[config.mk]
export PLATFORM = sky130hd
export DESIGN_NAME = speed_tick_gen
export DESIGN_NICKNAME = d
export VERILOG_FILES = /design/src/rtl/speed_tick_gen.sv
export SDC_FILE = /design/constraint.sdc
export NUM_CORES = 1
export LEC_CHECK = 0
export CELL_PAD_IN_SITES_DETAIL_PLACEMENT = 1
export CELL_PAD_IN_SITES_GLOBAL_PLACEMENT = 1
export CORE_MARGIN = 2
export CORE_UTILIZATION = 30
export CTS_BUF_LIST = sky130_fd_sc_hd__clkbuf_8
export DETAILED_ROUTE_END_ITERATION = 16
export MAX_ROUTING_LAYER = met4
export PLACE_DENSITY = 0.61
export SYNTH_ARGS = -nofsm -noshare
export SYNTH_HDL_FRONTEND = slang
export SYNTH_SLANG_ARGS = --single-unit
[constraint.sdc]
create_clock -name clk_in -period 7.9 [get_ports clk_in]
set_input_delay 0.79 -clock clk_in [delete_from_list [all_inputs] [get_ports clk_in]]
set_output_delay 0.79 -clock clk_in [all_outputs]
set_load 0.005 [all_outputs]
[src/rtl/speed_tick_gen.sv]
// Multi-channel programmable tick generator for game-speed timing.
// Each channel has its own period counter, tick pulse, div_clk and hit speed-up.
module speed_tick_gen #(
    parameter int               WIDTH        = 26,
    parameter int               CHANNELS     = 2,
    parameter logic [WIDTH-1:0] RESET_PERIOD = 26'd3_124_999,
    parameter logic [WIDTH-1:0] MIN_PERIOD   = 26'd100_000,
    parameter int               SHIFT        = 3
) (
    input  logic                      clk_in,
    input  logic                      rst,
    input  logic                      en,
    input  logic [CHANNELS-1:0]       load,
    input  logic [WIDTH-1:0]          load_period,
    input  logic [CHANNELS-1:0]       hit,
    output logic [CHANNELS-1:0]       tick,
    output logic [CHANNELS-1:0]       div_clk,
    output logic [CHANNELS*WIDTH-1:0] period
);

    logic [WIDTH-1:0] w_load_val;

    assign w_load_val = (load_period < MIN_PERIOD) ? MIN_PERIOD : load_period;

    for (genvar g = 0; g < CHANNELS; g++) begin : g_ch
        logic [WIDTH-1:0] r_cnt;
        logic [WIDTH-1:0] r_period;
        logic             r_tick;
        logic             r_div;
        logic [WIDTH-1:0] w_shr;
        logic [WIDTH-1:0] w_dec;
        logic [WIDTH:0]   w_diff;
        logic [WIDTH-1:0] w_hit_period;

        assign w_shr = r_period >> SHIFT;
        assign w_dec = (w_shr == '0) ? WIDTH'(1) : w_shr;

        // Extra MSB catches a borrow so a tiny period never wraps to a huge one
        assign w_diff = {1'b0, r_period} - {1'b0, w_dec};
        assign w_hit_period =
            (w_diff[WIDTH] || (w_diff[WIDTH-1:0] < MIN_PERIOD)) ?
            MIN_PERIOD : w_diff[WIDTH-1:0];

        always_ff @(posedge clk_in or posedge rst) begin
            if (rst) begin
                r_period <= RESET_PERIOD;
                r_cnt    <= '0;
                r_tick   <= 1'b0;
                r_div    <= 1'b0;
            end else if (load[g]) begin
                r_period <= w_load_val;
                r_cnt    <= '0;
                r_tick   <= 1'b0;
            end else begin
                if (hit[g]) begin
                    r_period <= w_hit_period;
                end
                if (!en) begin
                    r_tick <= 1'b0;
                end else if (r_cnt >= r_period) begin
                    // >= also catches a period that shrank below the count
                    r_cnt  <= '0;
                    r_tick <= 1'b1;
                    r_div  <= ~r_div;
                end else begin
                    r_cnt  <= r_cnt + WIDTH'(1);
                    r_tick <= 1'b0;
                end
            end
        end

        assign tick[g]                 = r_tick;
        assign div_clk[g]              = r_div;
        assign period[g*WIDTH +: WIDTH] = r_period;
    end

endmodule

After elaboration in Yosys (flattened, before gate mapping)
Index checks and enable logic that the tools add are counted.

Muxes and demuxes: 21. Reductions and logical operators: 10. Bitwise gates (word level): 4. $add $sub $neg: 4. Order comparisons: 5.

Operator list (number): $mux 26 (13); $lt 26x17->1 const B (3); $sub 26x23->27 (2); $add 26x1->26 const B (2); $ge 26x26->1 (2); $logic_not 26->1 (2); $mux 23 (2); $reduce_bool 2->1 (4); $mux 1 (6); $reduce_and 3->1 (2); $not 1->1 (4); $logic_or 1x1->1 (2).

Register bits: 108. Output and inout bits: 56. Input bits: 33. Logic and storage cells: 52.

Longest topological paths before layout
Depth after elaboration: 8. Mapped depth: 18. Gate-level depth less buffers: 16.

Least setup slack after synthesis
No wires, ideal clock.

Path kind: reg-to-reg. Start: reg g_ch[0].r_period[24]. End: reg g_ch[0].r_period[15]. Slack: 3.729 ns. Required time: 7.828 ns. Clock period less this slack: 4.171 ns. Buffers on the path: 2. Library setup time: 0.072 ns. Stages on the path, launching flop included: 19. Data arrival time: 4.099 ns. Cell sequence: dfrtp_1 > clkbuf_1 > nor3_1 > nand4_1 > o21ai_0 > ha_1 > fa_1 > nand2b_1 > a21oi_1 > o21ai_1 > o221a_4 > mux2i_1 > or4_1 > a211o_1 > or3_1 > o41a_1 > buf_2 > and3_1 > o21ai_1.

Cells in the longest elaborated chain, start to end: 8.

RTL lines: from (decl) (RTL line 27) `logic [WIDTH-1:0] r_period;`; from (signal assigned) (RTL line 51) `r_period <= w_load_val;`; from (signal assigned) (RTL line 56) `r_period <= w_hit_period;`; $logic_not 26->1 (RTL line 36) `assign w_dec = (w_shr == '0) ? WIDTH'(1) : w_shr;`; $mux 23 (RTL line 36); $sub 26x23->27 (*) (RTL line 39) `assign w_diff = {1'b0, r_period} - {1'b0, w_dec};`; $lt 26x17->1 (RTL line 41) `(w_diff[WIDTH] || (w_diff[WIDTH-1:0] < MIN_PERIOD)) ?`; $logic_or 1x1->1 (RTL line 41); $mux 26 (*) (RTL line 41); $mux 26 (*) (RTL line 55) `if (hit[g]) begin`; $mux 26 (*) (RTL line 50) `end else if (load[g]) begin`.

Mark *: on every way between the ends. The rest lies on a longest branch, timed or not. The select of a mux whose other input is x is not followed. A chain may end at the register's enable or synchronous reset.

Final worst setup path
Start: reg g_ch[0].r_period[24]. End: reg g_ch[0].r_period[13].

Same word-level chain as after synthesis.

==> flow_summary.html <==
<table>
<tr><th>Metric</th><th>Value</th></tr>
<tr><th colspan="2">Routing</th></tr>
<tr><td>Number of vias per cell</td><td>~5.4</td></tr>
<tr><td>DRC violation count after routing</td><td>0</td></tr>
<tr><td>Pre-antenna DRT Iters</td><td>4</td></tr>
<tr><td>Via Count</td><td>9,094</td></tr>
<tr><td>Violation count after the first detailed-route iteration</td><td>353</td></tr>
<tr><td>Remaining antenna violation count</td><td>0</td></tr>
<tr><td>Post-detailed-routing wire length</td><td>roughly 33,000 microns</td></tr>
<tr><td>Post-DR wirelength/cell</td><td>19.5 microns</td></tr>
<tr><th colspan="2">Floorplan</th></tr>
<tr><td>Core region area</td><td>around 32,000 sq um</td></tr>
<tr><td>DIE HEIGHT</td><td>approximately 180 microns</td></tr>
<tr><td>Area enclosed by the die boundary</td><td>33,700 sq um</td></tr>
<tr><td>Die width</td><td>184 microns</td></tr>
<tr><td>Starting density of the core</td><td>30.6%</td></tr>
<tr><td>IO Pins</td><td>89</td></tr>
<tr><td>Floorplan row count</td><td>65</td></tr>
<tr><th colspan="2">Power</th></tr>
<tr><td>Leakage</td><td>5.16 nW</td></tr>
<tr><td>Worst IR drop on VDD</td><td>between 0.0001 and 0.00015 V</td></tr>
<tr><td>Power density normalized to cell area</td><td>366 nW/um^2</td></tr>
<tr><td>Overall power of the completed layout</td><td>4.06 mW</td></tr>
<tr><th colspan="2">Cells and area</th></tr>
<tr><td>Number of antenna repair diodes</td><td>0</td></tr>
<tr><td>Area growth syn-to-layout</td><td>14.4%</td></tr>
<tr><td>Nets</td><td>between 1,000 and 1,500</td></tr>
<tr><td>Layout filler cell count</td><td>around 3,800</td></tr>
<tr><td>Area occupied by multi-input gates</td><td>6260 sq um</td></tr>
<tr><td>Register cell area after layout</td><td>2740 sq um</td></tr>
<tr><td>Share of cells above drive strength 1</td><td>5.32%</td></tr>
<tr><td>Finished layout cell area</td><td>11,100 sq um</td></tr>
<tr><th colspan="2">Global routing</th></tr>
<tr><td>Total Routing Usage GR</td><td>between 20% and 30%</td></tr>
<tr><td>Number of global-route vias before repair</td><td>9,567</td></tr>
<tr><td>Total overflow reported by the global router</td><td>0</td></tr>
<tr><td>Pin count of the biggest net entering global routing</td><td>60</td></tr>
<tr><td>Antenna violations before repair</td><td>0</td></tr>
<tr><td>Wire length of the first global-routing pass</td><td>53,000 microns</td></tr>
<tr><th colspan="2">Clocking</th></tr>
<tr><td>Gates resized, CTS repair</td><td>0</td></tr>
<tr><td>Clock Latency Late Sink</td><td>0.42 ns</td></tr>
<tr><td>Max clock buf depth</td><td>2</td></tr>
<tr><td>Worst-path clk slew</td><td>between 0.1 and 0.15 ns</td></tr>
<tr><td>TritonCTS clock tree</td><td>built</td></tr>
<tr><td>Number of H-tree levels</td><td>3</td></tr>
<tr><td>CTS Root Buffer Type</td><td>sky130_fd_sc_hd__clkbuf_8</td></tr>
<tr><td>Post-CTS setup buffer count</td><td>0</td></tr>
<tr><td>Sink Count</td><td>108</td></tr>
<tr><td>Hold-fix buffer count after cts</td><td>0</td></tr>
<tr><td>CTS Buf Count</td><td>9</td></tr>
<tr><th colspan="2">Worst setup path</th></tr>
<tr><td>Critical register-to-register path endpoint</td><td>g_ch[0].r_period[13]$_DFFE_PP1P_</td></tr>
<tr><td>Sort of element at the start of the critical path</td><td>flop</td></tr>
<tr><td>Required time of the worst setup path</td><td>8.26 ns</td></tr>
<tr><td>Worst setup path start</td><td>g_ch[0].r_period[24]$_DFFE_PP0P_</td></tr>
<tr><td>Worst Path Arrival</td><td>5.58 ns</td></tr>
<tr><td>Worst setup path class</td><td>reg2reg</td></tr>
<tr><td>Startpoint of the worst-slack reg-to-reg timing path</td><td>g_ch[0].r_period[24]$_DFFE_PP0P_</td></tr>
<tr><td>Worst Reg-to-Reg Cells</td><td>16</td></tr>
<tr><td>Worst R2R Setup Slack</td><td>2.68 ns</td></tr>
<tr><td>Element type at the critical path end</td><td>flop</td></tr>
<tr><td>Crit path to</td><td>g_ch[0].r_period[13]$_DFFE_PP1P_</td></tr>
<tr><td>Critical path peak fanout</td><td>12</td></tr>
<tr><th colspan="2">STA</th></tr>
<tr><td>Post-route clock skew</td><td>about 0.012 ns</td></tr>
<tr><td>Final cycle utilization of the critical path</td><td>66.1%</td></tr>
<tr><td>Hold slack final</td><td>0.473 ns</td></tr>
<tr><td>Aggregate negative setup slack</td><td>0 ns</td></tr>
<tr><td>Final hold vios</td><td>0</td></tr>
<tr><td>Setup repair after global routing missed its margin</td><td>false</td></tr>
<tr><td>Slew of the pin with the lowest slew margin</td><td>about 1.1 ns</td></tr>
<tr><td>Max-slew violations</td><td>0</td></tr>
<tr><td>Number of setup violations in the final report</td><td>0</td></tr>
<tr><td>Headroom to the max-slew limit</td><td>26.7%</td></tr>
<tr><td>Final critical path time including I/O delays and setup</td><td>5.22 ns</td></tr>
<tr><td>Max Freq</td><td>0.192 GHz</td></tr>
<tr><th colspan="2">Synthesis</th></tr>
<tr><td>Number of enable flip-flop cells after synthesis</td><td>0</td></tr>
<tr><td>Mean post-synth cell area</td><td>7.94 sq um</td></tr>
<tr><td>Netlist cell types</td><td>71</td></tr>
<tr><td>Largest area contributor in the synthesized netlist</td><td>sky130_fd_sc_hd__dfrtp_1</td></tr>
<tr><td>Post-Synthesis Cell Area</td><td>9680 sq um</td></tr>
<tr><td>FFs w/ async S/R, synth</td><td>100%</td></tr>
<tr><td>Synthesized Nets</td><td>around 1,400</td></tr>
<tr><td>Top-area cell type share of the netlist area</td><td>a little over 20%</td></tr>
<tr><td>Most instantiated flip-flop cell in the synthesis netlist</td><td>sky130_fd_sc_hd__dfrtp_1</td></tr>
<tr><td>Number of storage elements in the synthesis netlist</td><td>108</td></tr>
<tr><td>Sequential share of the synthesized area</td><td>28.3%</td></tr>
<tr><td>Yosys warning total</td><td>0</td></tr>
<tr><td>Number of standard cells after synthesis</td><td>1,219</td></tr>
<tr><td>Main area contributors after synthesis</td><td>sky130_fd_sc_hd__dfrtp_1 21%, sky130_fd_sc_hd__ha_1 13%, sky130_fd_sc_hd__dfstp_2 7.6%, sky130_fd_sc_hd__o21ai_0 5.3%, sky130_fd_sc_hd__inv_1 4.8%</td></tr>
<tr><th colspan="2">Place</th></tr>
<tr><td>Routability cong.</td><td>approximately 0.84</td></tr>
<tr><td>Post-detail-place hpwl</td><td>25,600 microns</td></tr>
<tr><td>Number of buffers added on ports</td><td>88</td></tr>
<tr><td>Placed inst area</td><td>between 10,000 and 15,000 sq um</td></tr>
<tr><th colspan="2">Run status</th></tr>
<tr><td>Outcome</td><td>complete, no violations</td></tr>
<tr><th colspan="2">Hold path</th></tr>
<tr><td>Type of the worst min-delay path</td><td>reg2reg</td></tr>
<tr><th colspan="2">Flow run</th></tr>
<tr><td>Max_cap viols</td><td>0</td></tr>
</table>
==> flip-flops by register name, summed over array words and instances, names as in the netlist <==
name	count
g_ch.r_cnt	52
g_ch.r_div	2
g_ch.r_period	52
g_ch.r_tick	2
==> metrics by stage <==
stage	std cells	setup WS [ns]	utilization, %
2_1_floorplan	1219	3.73	-
3_3_place_gp	1665	2.81	34.5
3_5_place_dp	1665	2.68	34.5
4_1_cts	1681	2.63	35.0
5_1_grt	1681	2.48	35.0
6_report	1681	2.68	35.0
==> report_power, final <==
| part | total (mW) | switching (mW) | internal (mW) |
|---|---|---|---|
| combinational | 2.78 | 1.57 | 1.21 |
| clock | 0.337 | 0.217 | 0.120 |
| sequential | 0.940 | 0.233 | 0.706 |
==> metal layers <==
layer  up-vias  routed length, microns  global-route usage, %  part of all wire, %
met1      4494                   15300                   25.9                   47
met3        23                     727                   2.30                  2.2
met5         -                       0                      -                    0
li1       4497                       -                      -                    -
met4         0                     383                   4.22                  1.2
met2        80                   16300                   35.5                   50
==> cell usage after synthesis, types with 5 or more instances <==
cell type and instances:
sky130_fd_sc_hd__nor3b_1 9, sky130_fd_sc_hd__nand4_1 19, sky130_fd_sc_hd__nand2b_1 19, sky130_fd_sc_hd__nand2_1 103, sky130_fd_sc_hd__o21bai_1 5, sky130_fd_sc_hd__a31oi_1 9, sky130_fd_sc_hd__nor2b_1 12, sky130_fd_sc_hd__ha_1 100
sky130_fd_sc_hd__or3_1 15, sky130_fd_sc_hd__a21oi_1 81, sky130_fd_sc_hd__dfrtp_1 80, sky130_fd_sc_hd__o22ai_1 12, sky130_fd_sc_hd__o21a_1 12, sky130_fd_sc_hd__nor2_1 70, sky130_fd_sc_hd__o31ai_1 15, sky130_fd_sc_hd__o211ai_1 9
sky130_fd_sc_hd__nand3_1 50, sky130_fd_sc_hd__clkbuf_1 40, sky130_fd_sc_hd__and3_1 36, sky130_fd_sc_hd__inv_1 123, sky130_fd_sc_hd__dfstp_2 28, sky130_fd_sc_hd__a21o_1 50, sky130_fd_sc_hd__nor4_1 16, sky130_fd_sc_hd__a32oi_1 9
sky130_fd_sc_hd__xnor2_1 29, sky130_fd_sc_hd__or2_2 7, sky130_fd_sc_hd__and2_1 5, sky130_fd_sc_hd__xor2_1 27, sky130_fd_sc_hd__nor3_1 17, sky130_fd_sc_hd__a22oi_1 15, sky130_fd_sc_hd__o21ai_1 8, sky130_fd_sc_hd__o21ai_0 102
sky130_fd_sc_hd__o311ai_0 5, sky130_fd_sc_hd__a211oi_1 10
==> how the worst min path moves through the flow <==
stage	start	endpoint	slack (ns)	depth (start not counted)
after floorplan	g_ch[0].r_div$_DFFE_PP0P_	g_ch[0].r_div$_DFFE_PP0P_	0.44	1
final	g_ch[0].r_div$_DFFE_PP0P_	g_ch[0].r_div$_DFFE_PP0P_	0.47	1
after global placement	g_ch[0].r_div$_DFFE_PP0P_	g_ch[0].r_div$_DFFE_PP0P_	0.46	1
after CTS	g_ch[0].r_div$_DFFE_PP0P_	g_ch[0].r_div$_DFFE_PP0P_	0.48	1
after global routing	g_ch[0].r_div$_DFFE_PP0P_	g_ch[0].r_div$_DFFE_PP0P_	0.49	1
after detailed placement	g_ch[0].r_div$_DFFE_PP0P_	g_ch[0].r_div$_DFFE_PP0P_	0.46	1
==> layout make-up <==
| cell class | count | share of cell area [%] |
|---|---|---|
| multi-input cells | 935 | 56.5 |
| repair buffers | 96 | 8.49 |
| flip-flops and latches | 108 | 24.7 |
| clock inverters | 6 | 0.294 |
| well taps | 402 | 4.54 |
| inverters | 124 | 4.22 |
| clock buffers | 10 | 1.24 |
==> critical path: stages, from the launching register on <==
cell	delay (ns)
sky130_fd_sc_hd__dfrtp_1	0.52
sky130_fd_sc_hd__nor3_1	0.56
sky130_fd_sc_hd__nand4_1	0.17
sky130_fd_sc_hd__o21ai_0	0.30
sky130_fd_sc_hd__ha_1	0.26
sky130_fd_sc_hd__fa_1	0.21
sky130_fd_sc_hd__nand2b_1	0.15
sky130_fd_sc_hd__a21oi_1	0.10
sky130_fd_sc_hd__o21ai_1	0.42
sky130_fd_sc_hd__o221a_4	0.28
sky130_fd_sc_hd__mux2i_1	0.07
sky130_fd_sc_hd__or4_1	0.52
sky130_fd_sc_hd__a211o_1	0.24
sky130_fd_sc_hd__or3_1	0.35
sky130_fd_sc_hd__o41a_1	0.54
sky130_fd_sc_hd__and2_1	0.26
sky130_fd_sc_hd__a31o_1	0.20
==> layout by cell type, fill, tap and decap left out, types with 19 or more instances in the layout <==
master	n
sky130_fd_sc_hd__and3_1	36
sky130_fd_sc_hd__o21ai_0	102
sky130_fd_sc_hd__clkdlybuf4s50_1	88
sky130_fd_sc_hd__inv_1	124
sky130_fd_sc_hd__xor2_1	27
sky130_fd_sc_hd__nand2b_1	19
sky130_fd_sc_hd__nand3_1	50
sky130_fd_sc_hd__dfstp_2	28
sky130_fd_sc_hd__nand2_1	103
sky130_fd_sc_hd__ha_1	100
sky130_fd_sc_hd__a21oi_1	81
sky130_fd_sc_hd__nand4_1	19
sky130_fd_sc_hd__nor2_1	70
sky130_fd_sc_hd__a21o_1	50
sky130_fd_sc_hd__dfrtp_1	80
sky130_fd_sc_hd__xnor2_1	29
==> logic make-up (layout without fill, tap and decap cells) <==
| group | after synthesis | in the layout | synth area share [%] |
|---|---|---|---|
| and+or+nand+nor | 392 | 392 | 20.4 |
| AOI/OAI and AO/OA | 379 | 379 | 25.1 |
| buffers and inverters | 176 | 236 | 7.09 |
| DFF | 108 | 108 | 28.3 |
| adders and majority gates | 102 | 102 | 13.3 |
| xor gates and xnor gates | 56 | 56 | 5.07 |
| muxes | 6 | 6 | 0.659 |
No activity file was read; power rests on OpenSTA's default activity.
